<file path="src/rtl/tick_rate_pkg.sv">
// Shared selection encoding and period multipliers for tick_rate_ctrl.
package tick_rate_pkg;

  localparam logic [1:0] SEL_0S5 = 2'b00;
  localparam logic [1:0] SEL_1S  = 2'b01;
  localparam logic [1:0] SEL_2S  = 2'b10;
  localparam logic [1:0] SEL_6S  = 2'b11;

  localparam int MAX_MULT = 12;

  // Period length in units of half a second for each selection code.
  function automatic int sel_mult(input logic [1:0] sel);
    case (sel)
      SEL_0S5: return 1;
      SEL_1S:  return 2;
      SEL_2S:  return 4;
      default: return MAX_MULT;
    endcase
  endfunction

endpackage

</file>
<file path="src/rtl/sel_debouncer.sv">
// Two-flop synchronizer plus stable-count filter for the 2-bit rate selection switches.
module sel_debouncer
  import tick_rate_pkg::*;
#(
  parameter int DEB_CYCLES = 500_000
) (
  input  logic       clk,
  input  logic       rst,
  input  logic [1:0] raw,
  output logic [1:0] req
);

  localparam int CNT_W = (DEB_CYCLES > 1) ? $clog2(DEB_CYCLES) : 1;
  localparam logic [CNT_W-1:0] CNT_LAST = CNT_W'(DEB_CYCLES - 1);

  logic [1:0]       sync_p0;
  logic [1:0]       sync_p1;
  logic [CNT_W-1:0] stable_cnt;
  logic             restart;

  // A change arriving at sync_p1 on this edge, or agreement with the current
  // request, means there is no run of identical differing samples to extend.
  assign restart = (sync_p0 != sync_p1) || (sync_p1 == req);

  always_ff @(posedge clk) begin
    if (rst) begin
      sync_p0    <= SEL_0S5;
      sync_p1    <= SEL_0S5;
      stable_cnt <= '0;
      req        <= SEL_0S5;
    end else begin
      // stage p0 -> p1: metastability settling
      sync_p0 <= raw;
      sync_p1 <= sync_p0;
      if (restart) begin
        stable_cnt <= '0;
      end else if (stable_cnt == CNT_LAST) begin
        stable_cnt <= '0;
        req        <= sync_p1;
      end else begin
        stable_cnt <= stable_cnt + 1'b1;
      end
    end
  end

endmodule

</file>
<file path="src/rtl/tick_rate_ctrl.sv">
// Selectable-period tick generator; TICK_RATE_SQUARE_EN adds the sq_out LED square wave.
module tick_rate_ctrl
  import tick_rate_pkg::*;
#(
  parameter int HALF_SEC_CYCLES = 25_000_000,
  parameter int DEB_CYCLES      = 500_000
) (
  input  logic       clk,
  input  logic       rst,
  input  logic       sel1,
  input  logic       sel0,
  input  logic       run,
  output logic       tick,
  output logic [1:0] sel_active,
  output logic       pending
`ifdef TICK_RATE_SQUARE_EN
  ,
  output logic       sq_out
`endif
);

  localparam int CNT_W = $clog2(MAX_MULT * HALF_SEC_CYCLES);

  logic [1:0]       deb_req;
  logic [CNT_W-1:0] period_cnt;
  logic [CNT_W-1:0] cnt_next;
  logic [CNT_W-1:0] limit_m1;
  logic [1:0]       sel_next;
  logic             differs;
  logic             wrap;

  sel_debouncer #(
    .DEB_CYCLES(DEB_CYCLES)
  ) u_deb (
    .clk(clk),
    .rst(rst),
    .raw({sel1, sel0}),
    .req(deb_req)
  );

  assign limit_m1 = CNT_W'(HALF_SEC_CYCLES * sel_mult(sel_active) - 1);
  assign differs  = (deb_req != sel_active);
  assign wrap     = run && (period_cnt == limit_m1);

  // Selection changes only at a period boundary while running, or at once
  // while paused (restarting the period from zero).
  always_comb begin
    sel_next = sel_active;
    cnt_next = period_cnt;
    if (run) begin
      if (wrap) begin
        cnt_next = '0;
        if (differs) sel_next = deb_req;
      end else begin
        cnt_next = period_cnt + 1'b1;
      end
    end else if (differs) begin
      sel_next = deb_req;
      cnt_next = '0;
    end
  end

  always_ff @(posedge clk) begin
    if (rst) begin
      period_cnt <= '0;
      sel_active <= SEL_0S5;
      tick       <= 1'b0;
      pending    <= 1'b0;
    end else begin
      // stage: registered outputs
      period_cnt <= cnt_next;
      sel_active <= sel_next;
      tick       <= wrap;
      pending    <= (deb_req != sel_next);
    end
  end

`ifdef TICK_RATE_SQUARE_EN
  always_ff @(posedge clk) begin
    if (rst) begin
      sq_out <= 1'b0;
    end else if (wrap) begin
      sq_out <= ~sq_out;
    end
  end
`endif

endmodule

</file>
<file path="config.mk">
export PLATFORM = sky130hd
export DESIGN_NAME = tick_rate_ctrl
export DESIGN_NICKNAME = d
export VERILOG_FILES = /design/src/rtl/tick_rate_pkg.sv /design/src/rtl/sel_debouncer.sv /design/src/rtl/tick_rate_ctrl.sv
export SDC_FILE = /design/constraint.sdc
export NUM_CORES = 1
export LEC_CHECK = 0
export ABC_AREA = 1
export BUFFER_PORTS_ARGS = -buffer_cell sky130_fd_sc_hd__clkbuf_2
export CAP_MARGIN = 0
export CORE_UTILIZATION = 60
export CTS_CLUSTER_DIAMETER = 80
export CTS_CLUSTER_SIZE = 16
export DETAILED_ROUTE_END_ITERATION = 6
export PLACE_DENSITY = 0.77
export SLEW_MARGIN = 15
export SYNTH_ARGS = -nofsm -noshare
export SYNTH_HDL_FRONTEND = slang
export SYNTH_SLANG_ARGS = --single-unit
export TNS_END_PERCENT = 30
</file>
<file path="constraint.sdc">
create_clock -name clk -period 6.65 [get_ports clk]
set_input_delay 1.33 -clock clk [delete_from_list [all_inputs] [get_ports clk]]
set_output_delay 1.33 -clock clk [all_outputs]
set_load 0.01 [all_outputs]
</file>
==> summary.md, run 1 <==
| Metric | Value |
|---|---|
| Ys flop type | dfxtp_1 |
| Die H | 81.27 um |
| CTS resizes | 0 |
| Syn Area/Cell | 6.411 um^2 |
| Die ar. | 6604 um^2 |
| Vias in the first global route | 3302 |
| Syn nets | 607 |
| Via count | 3602 |
| Critical-path top delay cell | dfxtp_1 |
| Final worst setup slack | 3.531 ns |
| PortBufs | 8 |
| Rel. slew slack | 47.16% |
| Antenna violations before repair | 0 |
| LEAKAGE | 1.644 nW |
| DR DRC count | 0 |
| CTS tree | done |
| WHS Path Cells | 2 |
| Crit end category | flop |
| Status | finished clean |
| Endpoints failing hold | 0 |
| First-pass GRT wire length | 14730 um |
| Via density | 5.425 |
| Worst-case clock buffer depth | 2 |
| Clock Tree Root | clkbuf_8 |
| Initial core utilization | 62.93% |
| CP Launch Type | flop |
| Synthesized area | 3770 um^2 |
| Pin count of the biggest net entering global routing | 34 |
| Post-synth EDFFs | 0 |
| Num CTS Buffers | 9 |
| Maximum clock rate | 320.6 MHz |
| Final antenna-violating net count | 0 |
| Post-synth cell types | 31 |
| # IOs | 9 |
| Clk sinks | 58 |
| Chip Width | 81.27 um |
| FFs w/ async S/R, synth | 0% |
| GP Congestion | 0.9200 |
| Synth-to-layout area growth | 5.543% |
| Crit Path Max Fanout | 30 |
| RSZ-0062 raised after global routing | no |
| Synth warnings | 0 |
| CP Cell Sequence | inv_1 -> ha_1 -> inv_1 -> ha_1 -> inv_1 -> nand2_1 -> nand2_1 -> nor2_1 -> nand2_1 -> nor2_1 -> nand3_1 -> nor2_2 -> nand2_2 -> a21oi_1 -> nor2_1 |
| H-Tree Level Count | 3 |
| Grt ovf | 0 |
| Seq/Total Area, Yosys | 30.80% |
| Share of cells above drive strength 1 | 7.131% |
| Routed WL per cell | 13.45 um |
| Setup TNS | 0 ns |
| Antenna diodes | 0 |
| Post-Route WL | 8932 um |
| Nets | 604 |
| P per Cell Area | 183.7 nW/um^2 |
| WP data required | 6.88 ns |
| Path category of the worst min-delay check | flop to flop |
| Tcrit/Tclk final | 46.90% |
| Clk pin slew, worst setup/hold paths | 0.07 ns |
| Post-Synthesis Cells | 588 |
| Rows | 28 |
| Global Route Usage Sum | 29.00% |
| DP Worst Slack | 3.355 ns |
| Min cycle time layout | 3.119 ns |
| Core Area | 5991 um^2 |
| Peak supply drop | 0.0001933 V |
| Pins Over Slew Limit | 0 |
| First-pass iteration count of the detailed router | 5 |
| Hpwl dp | 6382 um |
| Flops & latches, synth | 58 |
| Final setup violation count | 0 |
| CTS Hold Bufs | 0 |
| Critical path's largest stage delay | 0.42 ns |
| Max-cap viol count | 0 |
| Post-CTS Setup Bufs | 0 |
| Worst-Margin Slew | 0.7926 ns |
| CP Class | flop to flop |
| Register-to-Register Path Depth | 15 |
| Clk_skew | 0.009716 ns |
| Clk_lat worst skew | 0.34 ns |
| Initial drt markers | 291 |
| Worst Path Arrival | 3.34 ns |
| Filler Cell Count | 549 |
## power breakdown
group          total [mW]  switching [mW]  leakage [nW]  internal, mW
clock               0.325           0.145        0.0941         0.180
sequential          0.354         0.00382         0.469         0.350
combinational      0.0516          0.0357          1.08        0.0159
## placed cells by master, fill, tap and decap left out, drive strengths merged
cell        n
o21ai      17
and3        1
nand3      56
clkinv      2
o21a        1
bufinv      1
nand4      14
ha         14
nor3b       3
nand2     165
nor4        1
nor2       68
clkinvlp    2
xnor2      10
or2         5
dfxtp      58
clkbuf     18
a21oi      41
xor2       26
nor3        9
inv        77
## layer usage
metal	vias up	GRT usage (%)	part of all wire, %
li1	1838	-	-
met2	121	47.92	46
met3	20	4.270	6.4
met1	1623	36.79	45
met5	-	0	0
met4	0	13.57	2.6
## cell type report
cell class              instances  area [um^2]  area share, %
clock buffers                  10        137.6          3.459
clock inverters                 5        55.05          1.384
inverters                      77        289.0          7.264
multi-input cells             431         2202          55.35
flip-flops and latches         58         1161          29.18
well taps                      75        93.84          2.358
repair buffers                  8        40.04          1.006
## state kept, by name (all words and copies together) (netlist names)
signal            count
period_cnt           29
u_deb.stable_cnt     19
sel_active            2
u_deb.req             2
u_deb.sync_p0         2
u_deb.sync_p1         2
pending               1
tick                  1
## cell usage after synthesis (5+ instances only)
master / number / share of area (%)
inv_1: 75 / 7.5
a21oi_1: 40 / 5.3
dfxtp_1: 58 / 31
nand4_1: 14 / 2.3
nor3_1: 9 / 1.2
nand3_1: 52 / 6.9
xor2_1: 26 / 6.0
nand2_1: 164 / 16
o21ai_0: 13 / 1.7
ha_1: 14 / 4.6
clkbuf_1: 5 / 0.50
xnor2_1: 10 / 2.3
nor2_1: 65 / 6.5
buf_2: 10 / 1.3
## final timing paths
path,start,to,slack (ns)
worst max register to register,sel_active[0],sel_active[0],3.53
worst max-delay path,sel_active[0],sel_active[0],3.53
worst min register to register,u_deb.sync_p0[0],u_deb.sync_p1[0],0.44
worst min-delay path,u_deb.sync_p0[0],u_deb.sync_p1[0],0.44
## metrics by stage
stage	hold slack [ns]	instance area (um^2)	total power, mW	util, %	std cells
after floorplan	0.4147	3770	0.4010	-	588
after global placement	0.4295	3781	0.4109	63.12	649
after detailed placement	0.4351	3781	0.4126	63.12	649
after CTS	0.4466	3974	0.7320	66.33	664
after global routing	0.4627	3979	0.7548	66.42	664
final	0.4447	3979	0.7308	66.42	664
## critical path, delay by kind of cell (launching register included)
family / cells / cell delay [ns]
AO/OA/AOI/OAI: 1 / 0.28
adder cells (fa/ha/maj): 2 / 0.79
buffers and inverters: 3 / 0.50
flip-flops: 1 / 0.42
AND/OR/NAND/NOR: 9 / 0.98
## cell families (layout without fill, tap and decap cells)
kind of cell               Yosys count  count (layout)  synth area share, %
and+or+nand+nor                    322             322                36.91
buffers and inverters               99             100                10.99
AOI/OAI and AO/OA                   59              59                8.297
DFF                                 58              58                30.80
xor gates and xnor gates            36              36                8.364
adders and majority gates           14              14                4.647
No activity file was read; power rests on OpenSTA's default activity.
==> run 2: changes to the inputs <==
==> constraint.sdc (replaced) <==
create_clock -name clk -period 2.88 [get_ports clk]
set_input_delay 0.576 -clock clk [delete_from_list [all_inputs] [get_ports clk]]
set_output_delay 0.576 -clock clk [all_outputs]
set_load 0.01 [all_outputs]
==> summary.md, run 2 (synthesis results as in run 1) <==
| Metric | Value |
|---|---|
| Synth-to-layout area growth | 6.571% |
| Post-Route WL | 9107 um |
| RSZ-0062 raised after global routing | no |
| First-pass GRT wire length | 14570 um |
| Worst-case clock buffer depth | 2 |
| Antenna violations before repair | 0 |
| H-Tree Level Count | 3 |
| CP Launch Type | flop |
| Max-cap viol count | 0 |
| Clk_skew | 0.004256 ns |
| Worst-Margin Slew | 0.6093 ns |
| CTS tree | done |
| Reg with most FFs | period_cnt |
| GP Congestion | 0.9575 |
| Routed WL per cell | 13.55 um |
| Initial drt markers | 224 |
| Final setup violation count | 0 |
| Grt ovf | 0 |
| Initial core utilization | 62.93% |
| Post-CTS Setup Bufs | 0 |
| Crit Path Max Fanout | 30 |
| Final hold slack | 0.4101 ns |
| Pins Over Slew Limit | 0 |
| Num CTS Buffers | 9 |
| Crit end category | flop |
| Hpwl dp | 6616 um |
| Clk sinks | 58 |
| Vias in the first global route | 3188 |
| Endpoints failing hold | 0 |
| CTS resizes | 0 |
| Placed Cells | 656 |
| Clock Tree Root | clkbuf_8 |
| Commonest cells after routing, fill and taps aside | nand2_1, inv_1, nor2_1 |
| DR DRC count | 0 |
| First-pass iteration count of the detailed router | 6 |
| PortBufs | 8 |
| Setup TNS | 0 ns |
| Nets | 611 |
| Tcrit/Tclk final | 90.47% |
| Rows | 28 |
| P per Cell Area | 398.9 nW/um^2 |
| Final worst setup slack | 0.2744 ns |
| Min cycle time layout | 2.606 ns |
| Via density | 5.381 |
| Status | finished clean |
| Global Route Usage Sum | 29.54% |
| Maximum clock rate | 383.8 MHz |
| Die H | 81.27 um |
| Final antenna-violating net count | 0 |
| WP data required | 3.12 ns |
| Chip Width | 81.27 um |
| Via count | 3616 |
| Clk pin slew, worst setup/hold paths | 0.07 ns |
| Post-Layout Cell Count | 672 |
| Top Registers | period_cnt x29, u_deb.stable_cnt x19 |
| Register-to-Register Path Depth | 15 |
| # IOs | 9 |
| Antenna diodes | 0 |
| Area after DPL | 3846 um^2 |
| Filler Cell Count | 531 |
| Design Area, Final | 4018 um^2 |
| LEAKAGE | 1.674 nW |
| WHS Path Cells | 3 |
| Clk_lat worst skew | 0.35 ns |
| CP Class | flop to flop |
| Rel. slew slack | 59.38% |
| Die ar. | 6604 um^2 |
| Path category of the worst min-delay check | input pin to flop |
| Peak supply drop | 0.0004003 V |
| Share of cells above drive strength 1 | 8.208% |
| Commonest non-fill, non-tap cell in the layout | nand2_1 |
| Core Area | 5991 um^2 |
| CTS Hold Bufs | 0 |
| Worst Path Arrival | 2.85 ns |
| Max reg flops | 29 |
| DP Worst Slack | 0.3271 ns |
| Pin count of the biggest net entering global routing | 31 |
## run 2: cell type report
cell class | count | area [um^2] | share of cell area [%]
flip-flops and latches | 58 | 1161 | 28.90
multi-input cells | 431 | 2197 | 54.69
clock inverters | 5 | 30.03 | 0.7474
clock buffers | 11 | 141.4 | 3.519
well taps | 75 | 93.84 | 2.336
inverters | 77 | 289.0 | 7.194
repair buffers | 15 | 105.1 | 2.616
## run 2: worst max-delay path: stages (launching register included)
cell,delay (ns)
dfxtp_1,0.51
inv_1,0.19
ha_1,0.33
inv_1,0.14
ha_1,0.28
nand2_1,0.08
nand2_1,0.05
nor2_1,0.10
nand2_1,0.06
nor2_1,0.09
nand3_1,0.10
nor2_2,0.11
nand2_2,0.07
buf_12,0.17
a21oi_1,0.14
nor2_1,0.06
## run 2: through the flow
step           util [%]  total power [mW]
2_1_floorplan         -            0.9259
3_3_place_gp      64.20            0.9532
3_5_place_dp      64.20            0.9575
4_1_cts           67.06             1.611
5_1_grt           67.06             1.662
6_report          67.06             1.603
## run 2: path summary, 6_finish.rpt
path                    start          endpoint  slack, ns
max             sel_active[0]     sel_active[0]       0.27
min                      sel0  u_deb.sync_p0[0]       0.41
max reg2reg     sel_active[0]     sel_active[0]       0.27
min reg2reg  u_deb.sync_p0[0]  u_deb.sync_p1[0]       0.44
## run 2: power breakdown
| part | switching, mW | leakage (nW) | internal [mW] | total, mW |
|---|---|---|---|---|
| logic | 0.0827 | 1.12 | 0.0421 | 0.125 |
| clock network | 0.331 | 0.0851 | 0.330 | 0.662 |
| registers | 0.00680 | 0.469 | 0.810 | 0.816 |
## run 2: routing by layer
layer | part of all wire (%) | wire length, um | vias to the layer above | track usage, %
met4 | 2.3 | 208 | 0 | 11.61
met1 | 46 | 4148 | 1610 | 36.32
met5 | 0 | 0 | - | 0
met2 | 46 | 4209 | 135 | 48.50
li1 | - | - | 1848 | -
met3 | 5.9 | 541 | 23 | 8.090
